`src/rtl/alu_result_display_pkg.sv`:
```
// Shared constants for the ALU result display.
// Segment codes are active-low, bit0=a through bit6=g.
package alu_result_display_pkg;

  localparam logic [6:0] SEG_BLANK = 7'h7F;
  localparam logic [6:0] SEG_ZERO  = 7'h40;

  localparam logic [6:0] SEG_TABLE [16] = '{
    SEG_ZERO, 7'h79, 7'h24, 7'h30,
    7'h19,    7'h12, 7'h02, 7'h78,
    7'h00,    7'h10, 7'h08, 7'h03,
    7'h46,    7'h21, 7'h06, 7'h0E
  };

  typedef enum logic [1:0] {
    ST_BLANK     = 2'd0,
    ST_SHOW      = 2'd1,
    ST_BLINK_OFF = 2'd2
  } disp_state_e;

endpackage

```
`src/rtl/alu_result_display_hex7seg_decoder.sv`:
```
// Nibble to active-low 7-segment decoder.
// Purely combinational; reusable by other display stages.
module hex7seg_decoder
  import alu_result_display_pkg::*;
(
  input  logic [3:0] nibble_i,
  output logic [6:0] seg_o
);

  assign seg_o = SEG_TABLE[nibble_i];

endmodule

```
`src/rtl/alu_result_display.sv`:
```
// Captures the ALU result on a KEY press and shows it on two
// 7-segment digits, blinking while a captured overflow is set.
module alu_result_display
  import alu_result_display_pkg::*;
#(
  parameter int BLINK_DIV = 25000000,
  parameter int CNT_W     = 25
) (
  input  logic       CLOCK_50,
  input  logic       reset_n,
  input  logic       KEY_n,
  input  logic       clr,
  input  logic [7:0] result,
  input  logic       ovf,
  output logic [6:0] HEX0,
  output logic [6:0] HEX1,
  output logic       OVF_LED,
  output logic       valid
);

  localparam logic [CNT_W-1:0] CNT_MAX =
    CNT_W'(BLINK_DIV - 1);

  disp_state_e      state_q;
  logic             s1_q;
  logic             s2_q;
  logic             prev_q;
  logic [CNT_W-1:0] cnt_q;
  logic [7:0]       data_q;
  logic [7:0]       data_d;
  logic [6:0]       hex0_q;
  logic [6:0]       hex1_q;
  logic             ovf_q;
  logic             valid_q;
  logic             load;
  logic             cnt_done;
  logic [6:0]       seg_hi;
  logic [6:0]       seg_lo;

  assign load     = prev_q & ~s2_q;
  assign cnt_done = (cnt_q == CNT_MAX);
  assign data_d   = load ? result : data_q;

  hex7seg_decoder u_dec_hi (
    .nibble_i (data_d[7:4]),
    .seg_o    (seg_hi)
  );

  hex7seg_decoder u_dec_lo (
    .nibble_i (data_d[3:0]),
    .seg_o    (seg_lo)
  );

  always_ff @(posedge CLOCK_50) begin
    if (!reset_n) begin
      s1_q    <= 1'b1;
      s2_q    <= 1'b1;
      prev_q  <= 1'b1;
      state_q <= ST_BLANK;
      cnt_q   <= '0;
      data_q  <= '0;
      hex0_q  <= SEG_BLANK;
      hex1_q  <= SEG_BLANK;
      ovf_q   <= 1'b0;
      valid_q <= 1'b0;
    end else begin
      s1_q   <= KEY_n;
      s2_q   <= s1_q;
      prev_q <= s2_q;
      if (clr) begin
        state_q <= ST_BLANK;
        cnt_q   <= '0;
        data_q  <= '0;
        hex0_q  <= SEG_BLANK;
        hex1_q  <= SEG_BLANK;
        ovf_q   <= 1'b0;
        valid_q <= 1'b0;
      end else if (load) begin
        state_q <= ST_SHOW;
        cnt_q   <= '0;
        data_q  <= data_d;
        hex0_q  <= seg_lo;
        hex1_q  <= seg_hi;
        ovf_q   <= ovf;
        valid_q <= 1'b1;
      end else begin
        unique case (state_q)
          ST_BLANK: begin
            cnt_q <= '0;
          end
          ST_SHOW: begin
            if (!ovf_q) begin
              cnt_q <= '0;
            end else if (cnt_done) begin
              cnt_q   <= '0;
              state_q <= ST_BLINK_OFF;
              hex0_q  <= SEG_BLANK;
              hex1_q  <= SEG_BLANK;
            end else begin
              cnt_q <= cnt_q + CNT_W'(1);
            end
          end
          ST_BLINK_OFF: begin
            if (cnt_done) begin
              cnt_q   <= '0;
              state_q <= ST_SHOW;
              hex0_q  <= seg_lo;
              hex1_q  <= seg_hi;
            end else begin
              cnt_q <= cnt_q + CNT_W'(1);
            end
          end
          default: begin
            state_q <= ST_BLANK;
            cnt_q   <= '0;
            hex0_q  <= SEG_BLANK;
            hex1_q  <= SEG_BLANK;
            ovf_q   <= 1'b0;
            valid_q <= 1'b0;
          end
        endcase
      end
    end
  end

  assign HEX0    = hex0_q;
  assign HEX1    = hex1_q;
  assign OVF_LED = ovf_q;
  assign valid   = valid_q;

endmodule

```
`config.mk`:
```
export PLATFORM = sky130hd
export DESIGN_NAME = alu_result_display
export DESIGN_NICKNAME = d
export VERILOG_FILES = /design/src/rtl/alu_result_display_pkg.sv /design/src/rtl/alu_result_display_hex7seg_decoder.sv /design/src/rtl/alu_result_display.sv
export SDC_FILE = /design/constraint.sdc
export NUM_CORES = 1
export LEC_CHECK = 0
export CAP_MARGIN = 40
export CORE_MARGIN = 8
export CORE_UTILIZATION = 35
export DETAILED_ROUTE_END_ITERATION = 8
export GPL_TIMING_DRIVEN = 0
export SYNTH_ARGS = -nofsm -noshare
export SYNTH_HDL_FRONTEND = slang
export SYNTH_SLANG_ARGS = --single-unit
```
`constraint.sdc`:
```
create_clock -name CLOCK_50 -period 3.17 [get_ports CLOCK_50]
set_input_delay 0.317 -clock CLOCK_50 [delete_from_list [all_inputs] [get_ports CLOCK_50]]
set_output_delay 0.317 -clock CLOCK_50 [all_outputs]
set_load 0.05 [all_outputs]
```
# --- After elaboration in Yosys (flattened, before gate mapping) ---
# Memory sizes are Yosys's and may differ from the RTL's.
# Cells that the tools add are included.
word_totals:
  ff_bits: 54
  mem_bits_ro: 224
  input_bits: 13
  n_memories: 2
mem_list:
  columns: ["name", "depth", "width", "rd", "rd_clocked_by_memory_dff", "write_ports", "line_no", "text"]
  rows:
  - ["(no name shown)", 16, 7, 1, 0, 0, "alu_result_display_hex7seg_decoder.sv:10", "assign seg_o = SEG_TABLE[nibble_i];"]
  - ["(no name shown)", 16, 7, 1, 0, 0, "alu_result_display_hex7seg_decoder.sv:10", null]
classes:
  add_sub_neg: 1
  order_cmp: 2
  eq_ne: 11
  muxes: 24
  n_bitwise: 6
  n_reduce_logical: 6
op_table:
  columns: ["cell", "count"]
  rows:
  - ["$mux 7", 10]
  - ["$mux 25", 2]
  - ["$pmux 25 s2", 1]
  - ["$pmux 7 s3", 2]
  - ["$add 25x1->25 const B", 1]
  - ["$eq 25x25->1 const B", 1]
  - ["$ge 5x5->1 const B", 2]
  - ["$not 4->5", 2]
  - ["$ne 3x3->1 const B", 3]
  - ["$mux 8", 1]
  - ["$ne 2x2->1 const B", 4]
  - ["$reduce_and 4->1", 2]
  - ["$mux 2", 3]
  - ["$pmux 2 s3", 1]
  - ["$reduce_or 3->1", 2]
  - ["$mux 1", 4]
  - ["$not 1->1", 3]
  - ["$eq 2x1->1 const B", 1]
  - ["$eq 2x2->1 const B", 1]
  - ["$logic_not 2->1", 1]
  - ["$ne 2x1->1 const B", 1]
  - ["$reduce_or 2->1", 1]
  - ["$and 1x1->1", 1]

# --- Depth between registers and ports, before layout ---
logic_depth:
  depth_word: 10
  mapped_depth: 9

# --- Modules after synthesis ---
# From an unflattened synthesis, not the netlist that was laid out.
unflattened:
  cells_unflattened: 349
  area_unflattened_um2: 2994.1
by_module_without_submodules:
  columns: ["module", "n_inst", "cells_per_inst", "area_each_um2"]
  rows:
  - ["alu_result_display", 1, 281, 2453.6]
  - ["hex7seg_decoder at u_dec_lo", 1, 35, 271.5]
  - ["hex7seg_decoder at u_dec_hi", 1, 33, 269.0]

# --- Worst setup path before layout ---
# OpenSTA, ideal clock, no wires.
synth_path:
  kind: "register to register"
  start: "reg prev_q"
  end: "reg hex0_q[3] (netlist: HEX0[3])"
  setup_time_ns: 0.121
  arrival_ns: 2.338
  required_time_ns: 3.049
  path_slack_ns: 0.711
  stages_incl_launch_ff: 10
  n_path_buf: 2
  period_less_slack_ns: 2.459
  path_cell_list: "dfxtp_1 nor2b_1 buf_2 buf_2 mux2i_1 inv_1 ha_1 mux4_2 nor2_1 mux2i_1"
synth_between:
  elab_chain_cells: 9
  elab_cells_between_ends: 14
  classes_between: "4 x eq/ne; 6 x mux; 2 x bitwise; 1 x reduce/logical; 1 x memory"
synth_rtl:
  columns: ["item", "line_no", "text"]
  rows:
  - ["start, declared", "alu_result_display.sv:27", "logic prev_q;"]
  - ["start signal, assigned", "alu_result_display.sv:69", "prev_q <= s2_q;"]
  - ["$and 1x1->1 (*)", "alu_result_display.sv:40", "assign load = prev_q & ~s2_q;"]
  - ["$mux 8 (*)", "alu_result_display.sv:42", "assign data_d = load ? result : data_q;"]
  - ["named net data_d[0]", "alu_result_display.sv:30", "logic [7:0] data_d;"]
  - ["$not 4->5 (implied by the code) (*)", "alu_result_display_hex7seg_decoder.sv:10", null]
  - ["$mem_v2 16x7 (*)", null, null]
  - ["$mux 7 (implied by the code) (*) (2 in a row)", "alu_result_display_hex7seg_decoder.sv:10", null]
  - ["$mux 7", "alu_result_display.sv:104", "if (cnt_done) begin"]
  - ["$pmux 7 s3", "alu_result_display.sv:87", "unique case (state_q)"]
  - ["$mux 7 (*)", "alu_result_display.sv:78", "end else if (load) begin"]
  - ["end signal, assigned", "alu_result_display.sv:82", "hex0_q <= seg_lo;"]
  - ["end signal, assigned", "alu_result_display.sv:107", "hex0_q <= seg_lo;"]
  - ["end, declared", "alu_result_display.sv:31", "logic [6:0] hex0_q;"]
# The timed path passes the listed nets; every way through them passes the cells marked *. The select of a mux whose other input is x is not followed.
# A chain may end at the register's enable or synchronous reset.

# --- Final worst setup path ---
# Ends and elaborated chain as after synthesis.

==> impl_metrics.csv <==
group,metric,value,unit
logic_synthesis,synth_seq_area_share,0.378,
clocking,root_buffer,"clkbuf_8",
timing,finClkSkew,0.0124,ns
timing,finalWorstPathRequiredPeriod,2.90,ns
logic_synthesis,synth_common_cells,"54 x dfxtp_1, 54 x nor2_1, 24 x mux2i_1",
logic_synthesis,syn_area_per_cell,9.19,µm²
routing,post_drt_wl_per_cell,13.8,µm
global_routing,grt_pass1_wl,10500,µm
worst_hold_path,holdPathStages,1,
setup_path,critPathMaxFanout,10,
global_routing,grt_max_degree,17,
floorplanning,io_pins,29,
layout,stdcell_area,3410,µm²
placed_design,dp_cells,444,
logic_synthesis,synthFlopType,"dfxtp_1",
floorplanning,coreArea,8050,µm²
timing,fin_tns_setup,0,ns
timing,fin_crit_sh,0.916,
placed_design,dpl.hpwl,4550,µm
routing,antenna_left,0,
floorplanning,start_util,0.355,
clocking,post_cts_buffers,0,
placed_design,gp_congestion,0.826,
clocking,post_cts_resized,0,
floorplanning,die_w,106,µm
clocking,cts_tree,"yes",
setup_path,required,3.38,ns
routing,first_pass_iters,4,
pwr,combinationalPowerShare,0.077,
timing,tightest_slew,0.681,ns
setup_path,max_stage_delay,0.57,ns
setup_path,worstPathArrival,3.11,ns
clocking,postCtsHoldBufs,0,
global_routing,grt_pass1_vias,2276,
status,status,"finished clean",
worst_hold_path,worstHoldPathType,"flip-flop to flip-flop",
timing,fmaxAchievable,344,MHz
timing,finalMaxSlewViolations,0,
timing,hold_violations,0,
logic_synthesis,yosysWarnings,0,
setup_path,cp-end-kind,"flip-flop",
floorplanning,rows,33,
setup_path,start_kind,"flip-flop",
run,drv_cap,0,
logic_synthesis,synth-edff-count,0,
setup_path,crit_family,"multiplexers",
layout,fin_util,0.424,
logic_synthesis,async_flop_share,0,
setup_path,r2r_cells,9,
clocking,cts_buffers,5,
layout,instances_no_fill,452,
logic_synthesis,synth_seq_cells,54,
clocking,clock-sinks,54,
timing,whs,0.414,ns
pwr,sw_frac_of_total,0.210,
setup_path,r2r-end,"HEX0[3]",
pwr,vdd_drop_max,0.195,mV
setup_path,slowest_stage,"mux2i_1",
timing,final.setup.worst_slack,0.266,ns
routing,vias_per_cell,5.02,
layout,drive_gt1_frac,0.0865,
setup_path,ff2ff_setup_slack,0.27,ns
pwr,power.total,1.35,mW
pwr,p_leak,1.29,nW
worst_hold_path,hold_path_end,"s2_q",
pwr,p_int,1.07,mW
pwr,pwr-share-clk,0.416,
logic_synthesis,syn_nets,341,
floorplanning,die_area,11300,µm²
setup_path,path_class,"flip-flop to flip-flop",
routing,finalWirelength,6240,µm
global_routing,grt_util_all_layers,0.113,
logic_synthesis,synthCells,311,
global_routing,grt_overflow,0,
timing,rsz0062_at_grt,"false",
logic_synthesis,synth_top_cells_by_area,"dfxtp_1 38%, mux2i_1 8.4%, ha_1 7.4%",
setup_path,crit_chain,"nor2b_1 > buf_2 > buf_2 > mux2i_1 > inv_1 > ha_1 > mux4_2 > nor2_1 > mux2i_1",
global_routing,antenna_found_initial,0,
timing,finalSetupViolations,0,
routing,drt_iter0_markers,105,
floorplanning,die_h,106,µm
clocking,clkLatencyLatePin,0.31,ns
routing,remaining_drc_errors,0,
pwr,switchingPower,0.284,mW
timing,slew_headroom,0.543,
layout,syn_to_final_growth,19.4,%
logic_synthesis,synth.distinct_cells,49,
worst_hold_path,worstHoldStart,"s1_q",
placed_design,port_buffers,28,
setup_path,r2r_start,"prev_q",
layout,fin_nets,376,
pwr,pwr-share-seq,0.507,
layout,diodes,0,
clocking,ctsLongestPathBuffers,2,
clocking,clkTransAtPathRegs,0.10,ns
routing,vias,2271,
clocking,cts_max_level,2,
placed_design,place_area,3270,µm²
logic_synthesis,yosysTopAreaCell,"dfxtp_1",
pwr,power_density,396,nW/µm²
placed_design,dp_slack,0.281,ns
setup_path,cp_num_buf_inv,3,
logic_synthesis,yosysTopAreaCellShare,0.378,
logic_synthesis,netlist_area,2860,µm²
[power by group through the flow]
stage / Clock (mW) / Combinational (mW) / Sequential [mW]
4_1_cts: 0.580 / 0.104 / 0.685
6_report: 0.562 / 0.104 / 0.685
2_1_floorplan: 0 / 0.0641 / 0.705
3_5_place_dp: 0 / 0.104 / 0.700
3_3_place_gp: 0 / 0.103 / 0.700
5_1_grt: 0.607 / 0.113 / 0.685
[placed cells by master, fill, tap and decap left out, types with 4 or more instances in the layout]
cell	count
dfxtp_1	54
nor2_1	54
clkdlybuf4s50_1	28
mux2i_1	24
inv_1	17
xnor2_1	17
ha_1	17
nand3_1	12
nor3_1	11
nand2_1	9
xor2_1	8
nor4_1	7
nand2b_1	6
clkbuf_8	6
buf_2	5
clkbuf_1	5
a21oi_1	5
o221a_2	4
nand4_1	4
mux2_2	4
o211ai_1	4
[sequential cells by signal, indices dropped and copies added (netlist names), 2 cells and up]
name,count
HEX0,7
HEX1,7
cnt_q,25
data_q,8
state_q,2
[worst max path at each step]
stage,slack [ns],to,startpoint,cells after the start
2_1_floorplan,0.71,HEX0[3],prev_q,9
3_5_place_dp,0.28,HEX0[3],prev_q,9
4_1_cts,0.24,HEX0[3],prev_q,9
5_1_grt,0.07,HEX0[3],prev_q,9
6_report,0.27,HEX0[3],prev_q,9
3_3_place_gp,0.32,HEX0[3],prev_q,9
[metal layers]
layer,wire (µm),global-route usage,vias to the layer above
met4,69,0.0302,0
li1,-,-,1167
met2,2870,0.191,39
met1,3010,0.135,1056
met3,288,0.0333,9
met5,0,0,-
[cell type report]
| cell class | count | area [µm²] |
|---|---|---|
| buffer | 11 | 55.1 |
| clock buffer | 6 | 82.6 |
| clock inverter | 2 | 60.1 |
| fill | 799 | 4640 |
| inverter | 17 | 63.8 |
| multi-input combinational | 229 | 1660 |
| sequential | 54 | 1080 |
| tap | 105 | 131 |
| timing repair buffer | 28 | 280 |
[cells by family (layout without fill, tap and decap cells)]
| family | count (synthesis) | after routing | share of synthesized area |
|---|---|---|---|
| AO/OA/AOI/OAI | 36 | 36 | 0.105 |
| XOR/XNOR | 25 | 25 | 0.0766 |
| adder cells (fa/ha/maj) | 17 | 17 | 0.0744 |
| buffers and inverters | 28 | 64 | 0.0416 |
| flip-flops | 54 | 54 | 0.378 |
| multiplexers | 30 | 30 | 0.112 |
| AND/OR/NAND/NOR | 121 | 121 | 0.211 |
Power figures use the tool's default switching activity.
